<file path="config.mk">
export PLATFORM = sky130hd
export DESIGN_NAME = barrido_display
export DESIGN_NICKNAME = d
export VERILOG_FILES = /design/src/rtl/barrido_display.sv
export SDC_FILE = /design/constraint.sdc
export NUM_CORES = 1
export LEC_CHECK = 0
export CAP_MARGIN = 20
export CORE_UTILIZATION = 50
export DETAILED_ROUTE_END_ITERATION = 8
export GPL_ROUTABILITY_DRIVEN = 0
export PLACE_DENSITY = 0.69
export SETUP_SLACK_MARGIN = 0.15
export SLEW_MARGIN = 20
export SYNTH_ARGS = -nofsm -noshare
export SYNTH_HDL_FRONTEND = slang
export SYNTH_SLANG_ARGS = --single-unit
</file>
<file path="constraint.sdc">
create_clock -name clk -period 7.35 [get_ports clk]
set_clock_uncertainty 0.15 [all_clocks]
set_input_delay 1.47 -clock clk [delete_from_list [all_inputs] [get_ports clk]]
set_output_delay 1.47 -clock clk [all_outputs]
set_load 0.005 [all_outputs]
</file>
<file path="src/rtl/barrido_display.sv">
// Six-digit scan controller for the signed Booth multiplier result: double-buffered BCD/sign, guarded slots, active-low drive.
// Optional leading-zero blanking is enabled by defining BARRIDO_SUPRIME_CEROS_EN.
module barrido_display #(
  parameter int CICLOS_DIGITO = 100000,
  parameter int CICLOS_GUARDA = 1000
) (
  input  logic        clk,
  input  logic        rst_n,
  input  logic [19:0] dato_bcd,
  input  logic        signo,
  input  logic        dato_valido,
  output logic        dato_listo,
  output logic [7:0]  anodo,
  output logic [6:0]  segmentos,
  output logic        fin_trama
);

  localparam int CW = (CICLOS_DIGITO > 1) ? $clog2(CICLOS_DIGITO) : 1;
  localparam logic [CW-1:0] CNT_FIN_GUARDA = CW'(CICLOS_GUARDA - 1);
  localparam logic [CW-1:0] CNT_FIN_SLOT   = CW'(CICLOS_DIGITO - 1);
  localparam logic [2:0]    IDX_SIGNO      = 3'd5;
  localparam logic [6:0]    SEG_BLANCO     = 7'h7F;
  localparam logic [6:0]    SEG_MENOS      = 7'b0111111;

  typedef enum logic {GUARDA, ENCENDIDO} estado_t;

  estado_t        state_q, state_d;
  logic [CW-1:0]  cnt_q, cnt_d;
  logic [2:0]     idx_q, idx_d;
  logic [19:0]    disp_bcd_q, disp_bcd_d;
  logic           disp_signo_q, disp_signo_d;
  logic [19:0]    pend_bcd_q, pend_bcd_d;
  logic           pend_signo_q, pend_signo_d;
  logic           pendiente_q, pendiente_d;
  logic [7:0]     anodo_q, anodo_d;
  logic [6:0]     segmentos_q, segmentos_d;
  logic           fin_trama_q, fin_trama_d;
  logic           acepta;
  logic [4:0]     blanco;

  function automatic logic [6:0] seg_codigo(input logic [3:0] v);
    logic [6:0] s;
    case (v)
      4'd0:    s = 7'b1000000;
      4'd1:    s = 7'b1111001;
      4'd2:    s = 7'b0100100;
      4'd3:    s = 7'b0110000;
      4'd4:    s = 7'b0011001;
      4'd5:    s = 7'b0010010;
      4'd6:    s = 7'b0000010;
      4'd7:    s = 7'b1111000;
      4'd8:    s = 7'b0000000;
      4'd9:    s = 7'b0010000;
      default: s = SEG_BLANCO;
    endcase
    return s;
  endfunction

  assign acepta = dato_valido && !pendiente_q;

  // Slot timing: counter, index and guard/on state.
  always_comb begin
    state_d     = state_q;
    cnt_d       = cnt_q + CW'(1);
    idx_d       = idx_q;
    case (state_q)
      GUARDA: begin
        if (cnt_q == CNT_FIN_GUARDA) state_d = ENCENDIDO;
      end
      ENCENDIDO: begin
        if (cnt_q == CNT_FIN_SLOT) begin
          state_d = GUARDA;
          cnt_d   = '0;
          idx_d   = (idx_q == IDX_SIGNO) ? 3'd0 : idx_q + 3'd1;
        end
      end
      default: state_d = GUARDA;
    endcase
    fin_trama_d = (idx_d == IDX_SIGNO) && (cnt_d == CNT_FIN_SLOT);
  end

  // Buffering: the display register only changes on the fin_trama cycle.
  always_comb begin
    disp_bcd_d   = disp_bcd_q;
    disp_signo_d = disp_signo_q;
    pend_bcd_d   = pend_bcd_q;
    pend_signo_d = pend_signo_q;
    pendiente_d  = pendiente_q;
    if (fin_trama_q && pendiente_q) begin
      disp_bcd_d   = pend_bcd_q;
      disp_signo_d = pend_signo_q;
      pendiente_d  = 1'b0;
    end else if (fin_trama_q && acepta) begin
      disp_bcd_d   = dato_bcd;
      disp_signo_d = signo;
    end else if (acepta) begin
      pend_bcd_d   = dato_bcd;
      pend_signo_d = signo;
      pendiente_d  = 1'b1;
    end
  end

  always_comb begin
    blanco = '0;
`ifdef BARRIDO_SUPRIME_CEROS_EN
    blanco[4] = (disp_bcd_d[19:16] == 4'd0);
    blanco[3] = blanco[4] && (disp_bcd_d[15:12] == 4'd0);
    blanco[2] = blanco[3] && (disp_bcd_d[11:8] == 4'd0);
    blanco[1] = blanco[2] && (disp_bcd_d[7:4] == 4'd0);
`else
    blanco = '0;
`endif
  end

  // Outputs are computed from next-cycle values so the registered drive matches the slot.
  always_comb begin
    anodo_d     = 8'hFF;
    segmentos_d = SEG_BLANCO;
    if (state_d == ENCENDIDO) begin
      anodo_d = ~(8'h01 << idx_d);
      case (idx_d)
        3'd0: segmentos_d = blanco[0] ? SEG_BLANCO : seg_codigo(disp_bcd_d[3:0]);
        3'd1: segmentos_d = blanco[1] ? SEG_BLANCO : seg_codigo(disp_bcd_d[7:4]);
        3'd2: segmentos_d = blanco[2] ? SEG_BLANCO : seg_codigo(disp_bcd_d[11:8]);
        3'd3: segmentos_d = blanco[3] ? SEG_BLANCO : seg_codigo(disp_bcd_d[15:12]);
        3'd4: segmentos_d = blanco[4] ? SEG_BLANCO : seg_codigo(disp_bcd_d[19:16]);
        3'd5: segmentos_d = disp_signo_d ? SEG_MENOS : SEG_BLANCO;
        default: segmentos_d = SEG_BLANCO;
      endcase
    end
  end

  always_ff @(posedge clk) begin
    if (!rst_n) begin
      state_q      <= GUARDA;
      cnt_q        <= '0;
      idx_q        <= '0;
      disp_bcd_q   <= '0;
      disp_signo_q <= 1'b0;
      pend_bcd_q   <= '0;
      pend_signo_q <= 1'b0;
      pendiente_q  <= 1'b0;
      anodo_q      <= 8'hFF;
      segmentos_q  <= SEG_BLANCO;
      fin_trama_q  <= 1'b0;
    end else begin
      state_q      <= state_d;
      cnt_q        <= cnt_d;
      idx_q        <= idx_d;
      disp_bcd_q   <= disp_bcd_d;
      disp_signo_q <= disp_signo_d;
      pend_bcd_q   <= pend_bcd_d;
      pend_signo_q <= pend_signo_d;
      pendiente_q  <= pendiente_d;
      anodo_q      <= anodo_d;
      segmentos_q  <= segmentos_d;
      fin_trama_q  <= fin_trama_d;
    end
  end

  assign anodo      = anodo_q;
  assign segmentos  = segmentos_q;
  assign fin_trama  = fin_trama_q;
  assign dato_listo = ~pendiente_q;

endmodule

</file>
[After elaboration in Yosys (flattened, before gate mapping)]
Memories as Yosys holds them, arrays and structs flattened.
Index checks and enable logic that the tools add are counted.
Word-level totals
  flip-flop bits (word level): 80
  latch bits: 0
  RAM bits: 0
  bits in read-only memories: 560
  input port bits: 24
  memories: 5
Cells by class
  add/sub/neg operators: 2
  multiply operators: 0
  div/mod/pow operators: 0
  order comparisons: 0
  equal/unequal tests: 9
  shift operators: 1
  muxes and demuxes: 14
  bitwise logic cells: 6
  reduce and logical (&&, ||, !) cells: 10
Memories
  (no name shown): depth 16, bits a word 7, read ports 1, clocked after memory_dff 0, wr ports 0, line 43  | case (v)
  (no name shown): depth 16, bits a word 7, read ports 1, clocked after memory_dff 0, wr ports 0, line 43
  (no name shown): depth 16, bits a word 7, read ports 1, clocked after memory_dff 0, wr ports 0, line 43
  (no name shown): depth 16, bits a word 7, read ports 1, clocked after memory_dff 0, wr ports 0, line 43
  (no name shown): depth 16, bits a word 7, read ports 1, clocked after memory_dff 0, wr ports 0, line 43
Operators with widths (number)
  $pmux 7 s6: 1
  $mux 20: 2
  $eq 17x17->1 const B: 2
  $mux 17: 2
  $add 17x1->17 const B: 1
  $eq 17x10->1 const B: 1
  $eq 3x3->1 const B: 3
  $mux 3: 3
  $not 8->8: 1
  $shl 1x3->8 const A: 1
  $mux 7: 1
  $eq 3x2->1 const B: 2
  $not 1->1: 5
  $logic_and 1x1->1: 4
  $mux 1: 4
  $reduce_and 2->1: 2
  $add 3x1->3 const B: 1
  $eq 3x1->1 const B: 1
  $logic_not 3->1: 1
  $reduce_and 3->1: 1
  $pmux 1 s2: 1
  $reduce_or 2->1: 1
  $logic_not 1->1: 1

[Depth between registers and ports, before layout]
  depth in word-level cells: 7
  depth in mapped cells: 12

[Worst setup path after synthesis]
Ideal clock, no wire load.
  kind: input-to-reg
  start point: input port dato_valido
  end point: register segmentos_q[5] (netlist: segmentos[5])
  setup time: 0.134 ns
  data arrival time: 3.463 ns
  data required time: 7.066 ns
  setup slack: 3.603 ns
  stages: 12
  path buffers: 2
  path through: buf_2 > nand2_2 > buf_4 > o32a_1 > o221ai_1 > inv_1 > ha_1 > nand2_1 > nand2_1 > nor2_1 > o221ai_1 > or4_1
Between the ends
  cells in the longest elaborated chain, start to end: 6
  elaborated cells between the ends (all ways): 10
  those cells by class: 3 x mux; 2 x reduce/logical; 5 x memory
RTL lines
  start: declaration: line 11  | input logic dato_valido,
  $logic_and 1x1->1: line 59  | assign acepta = dato_valido && !pendiente_q;
  $logic_and 1x1->1: line 93  | end else if (fin_trama_q && acepta) begin
  $mux 20: line 93
  $mux 20: line 89  | if (fin_trama_q && pendiente_q) begin
  net disp_bcd_d[8]: line 30  | logic [19:0] disp_bcd_q, disp_bcd_d;
  $mem_v2 16x7
  $pmux 7 s6: line 121  | case (idx_d)
  end signal: assignment: line 156  | segmentos_q <= segmentos_d;
  end: declaration: line 36  | logic [6:0] segmentos_q, segmentos_d;
The timed path passes the listed nets, and every way through them passes these cells.
A chain may end at the register's enable or synchronous reset.

[Worst setup path after layout]
  start point: input port dato_valido
  end point: register segmentos_q[2] (netlist: segmentos[2])
Between the ends
  cells in the longest elaborated chain, start to end: 6
  elaborated cells between the ends (all ways): 10
  those cells by class: 3 x mux; 2 x reduce/logical; 5 x memory
RTL lines (line)
  $logic_and 1x1->1 *: 59
  $logic_and 1x1->1 *: 93
  $mux 20 *: 93
  $mux 20 *: 89
  $mem_v2 16x7
  $pmux 7 s6 *: 121
Every way passes the cells marked *; elsewhere a longest branch is shown, timed or not.

==> flow_summary.yaml <==
finish:
  instances_no_fill: 702
  final_nets: 644
  diodes: 0
  synthToLayoutAreaGrowth_pct: 13.2
  final_area_mm2: 0.00524
  finish.utilization_pct: 59.3
  multiInputGateArea_mm2: 0.00278
  fillerInstances: 794
  regArea_mm2: 0.00160
  layout-drive-gt1-share_pct: 7.07
global_routing:
  gr-total-overflow: 0
  grt_max_degree: 46
  grt_use_total_pct: 25.1
  antenna_found_initial: 0
  grt_pass1_vias: 3986
  grt_pass1_wl_um: 19300
route:
  wl_per_cell_um: 16.5
  routed_via_density: 5.92
  drc_errors: 3
  antenna_left: 0
  drt_iter0_markers: 254
  first_pass_iters: 7
  route.vias.total: 4159
  wirelength_um: 11600
worst_setup_path:
  r2r-end: "segmentos[2]"
  cp_top_family: "compound AO/OA/AOI/OAI gates"
  crit_slowest_cell: "clkdlybuf4s50_1"
  worst_ep_arrival_time_ps: 5020
  cp.required_ps: 7440
  worstSetupStartpointType: "primary input"
  cp.depth: 8
  crit_fanout: 27
  slowest_delay_ps: 1100
  setup.worst_path.start: "dato_valido"
  crit_type: "primary input to flop"
  cp_cell_sequence: "clkdlybuf4s50_1 -> nand2_2 -> o22a_1 -> o21ai_0 -> a21oi_1 -> a31oi_1 -> o22ai_1 -> or4_1"
  regToRegSetupSlack_ps: 3760
  critPathBufInv: 1
  critPathCaptureType: "flop"
  rr_startpoint: "pendiente_q"
  ff2ff_path_depth: 6
clocking:
  worstSkewPairLatency_ps: 370
  cts_inserted_buffers: 9
  hold_buffers: 0
  ctsResizeCount: 0
  clock_path_buffers: 2
  cts_tree: "yes"
  cts.sinks: 80
  cts_root_buffer: "clkbuf_8"
  cts_setup_buffers: 0
  htree_levels: 3
  clk_pin_slew_worst_paths_ps: 80
die:
  die_width_um: 98.2
  core_area_mm2: 0.00885
  fp.dieArea_mm2: 0.00965
  ios: 41
  initial_core_util_pct: 52.3
  die_h_um: 98.2
  rows: 34
pwr:
  power.share.combinational_pct: 5.5
  powerDensity_mw_per_mm2: 173
  seqPwrFrac_pct: 49.3
  internal_power_w: 0.000701
  switchingPower_w: 0.000209
  switching_share_pct: 23.0
  p_leak_nw: 1.99
  pwr-share-clk_pct: 45.1
  ir_drop_uv: 98.8
sta:
  period_minus_slack_ps: 4930
  tightest_slew_ps: 1000
  setup_viol: 0
  drv_slew: 0
  maxSlewHeadroom_pct: 33.3
  hold_viol: 0
  layout_worst_path_cycle_share_pct: 67.1
  fin_tns_setup_ps: 0
  fmax_mhz: 203
  hold_ws_ps: 311
  rsz0062_at_grt: "false"
worst_hold_path:
  whs_endpoint: "pend_bcd_q[3]"
  holdPathStages: 2
  min_from: "pend_bcd_q[3]"
  hold_class: "flop to flop"
run:
  cap_violations: 0
synthesis:
  synth-async-reset-ratio_pct: 0
  syn_nets: 627
  yosys.cell_types.count: 68
  synth-seq-cells: 80
  synth-main-ff-cell: "dfxtp_1"
  netlist_instances: 572
  netlist_area_mm2: 0.00463
  avgSynthCellArea_um2: 8.10
  seq_area_frac_synth_pct: 34.6
  yosysWarningCount: 0
  synth_edf_count: 0
placed_design:
  placed_area_mm2: 0.00499
  dp_cells: 686
  numPortBuffers: 40
  dpl.hpwl_um: 8100
run_status:
  status: "complete, but fails checks"
  violations: "design-rule violations"
-- metal layers --
| metal | routed length (um) | part of all wire (%) | vias to the layer above | GRT usage (%) |
|---|---|---|---|---|
| met3 | 640 | 5.5 | 16 | 3.72 |
| met5 | 0 | 0 | - | 0 |
| met4 | 170 | 1.5 | 0 | 9.07 |
| li1 | - | - | 2077 | - |
| met2 | 5370 | 46 | 117 | 40.8 |
| met1 | 5370 | 46 | 1949 | 34.0 |
-- cell usage after synthesis, drive strengths merged, types with 3 or more instances --
master | instances | area [um^2]
o221ai | 7 | 78.8
a21oi | 54 | 282
nor4 | 3 | 33.8
nand2 | 77 | 294
and4 | 5 | 46.3
nand3 | 22 | 110
a21boi | 3 | 22.5
nand4b | 3 | 26.3
o211ai | 4 | 30.0
nand2b | 5 | 31.3
nand4 | 11 | 75.1
a211oi | 3 | 22.5
dfxtp | 80 | 1600
a21o | 6 | 45.0
inv | 18 | 67.6
and3 | 9 | 56.3
xnor2 | 8 | 70.1
nor3 | 7 | 35.0
o22ai | 29 | 181
mux2i | 3 | 30.0
ha | 31 | 388
or4 | 6 | 45.0
clkbuf | 20 | 76.3
buf | 15 | 106
nor2 | 59 | 231
xor2 | 10 | 87.6
a31oi | 10 | 62.6
o22a | 6 | 52.6
o21ai | 15 | 82.6
and2 | 9 | 61.3
or2 | 4 | 25.0
-- power groups by stage --
stage               combinational, W  sequential (W)  clock [W]
finish                     0.0000503        0.000449   0.000411
global route               0.0000552        0.000450   0.000437
CTS                        0.0000503        0.000448   0.000414
detailed placement         0.0000500        0.000459          0
global placement           0.0000493        0.000459          0
floorplan                  0.0000311        0.000455          0
-- sequential cells by signal (all words and copies together), names as in the netlist, 3 cells and up --
| name | cells |
|---|---|
| segmentos | 7 |
| anodo | 8 |
| idx_q | 3 |
| disp_bcd_q | 20 |
| pend_bcd_q | 20 |
| cnt_q | 17 |
-- how the worst max path moves through the flow --
stage / endpoint / slack (ps)
after floorplan: segmentos[5] / 3600
after global placement: segmentos[2] / 2270
after detailed placement: segmentos[2] / 2130
after CTS: segmentos[2] / 2490
after global routing: segmentos[1] / 2140
final: segmentos[2] / 2420
-- cells by family after synthesis --
group	share of synthesized area (%)
multiplexers	1.13
buffers and inverters	5.40
adder cells (fa/ha/maj)	8.38
AND/OR/NAND/NOR	25.5
XOR/XNOR	3.40
flip-flops	34.6
AO/OA/AOI/OAI	21.6
-- worst min-delay path, stage by stage, from the launching register on --
cell     delay, ps
dfxtp_1        320
nand2_1         50
a21oi_1         50
-- area by class of cell --
class	instances	area share [%]
inverters	18	1.29
repair buffers	41	7.78
clock buffers	10	2.62
well taps	108	2.58
clock inverters	6	2.20
multi-input cells	439	53.0
flip-flops and latches	80	30.5
-- cells in the final DEF, fill, tap and decap left out, types with 3 or more instances in the layout --
| cell type | synthesis | routed |
|---|---|---|
| a211oi_1 | 3 | 3 |
| a21boi_0 | 3 | 3 |
| a21o_1 | 6 | 6 |
| a21oi_1 | 51 | 51 |
| a21oi_2 | 3 | 3 |
| a31oi_1 | 10 | 10 |
| and2_1 | 6 | 6 |
| and3_1 | 9 | 9 |
| and4_1 | 4 | 4 |
| bufinv_16 | 0 | 3 |
| clkbuf_8 | 0 | 10 |
| clkdlybuf4s50_1 | 0 | 40 |
| dfxtp_1 | 80 | 80 |
| ha_1 | 31 | 31 |
| inv_1 | 17 | 17 |
| mux2i_1 | 3 | 3 |
| nand2_1 | 75 | 75 |
| nand2b_1 | 5 | 5 |
| nand3_1 | 22 | 22 |
| nand4_1 | 10 | 10 |
| nand4b_1 | 3 | 3 |
| nor2_1 | 57 | 57 |
| nor3_1 | 7 | 7 |
| o211ai_1 | 4 | 4 |
| o21ai_0 | 13 | 13 |
| o221ai_1 | 6 | 6 |
| o22a_1 | 6 | 6 |
| o22ai_1 | 29 | 29 |
| or2_2 | 4 | 4 |
| or4_1 | 6 | 6 |
| xnor2_1 | 8 | 8 |
| xor2_1 | 10 | 10 |
-- per-stage QoR --
| stage | total power (W) | setup WS, ps |
|---|---|---|
| after floorplan | 0.000486 | 3600 |
| after global placement | 0.000508 | 2270 |
| final | 0.000909 | 2420 |
| after detailed placement | 0.000509 | 2130 |
| after global routing | 0.000942 | 2140 |
| after CTS | 0.000913 | 2490 |
(Power assumes the default switching activity.)
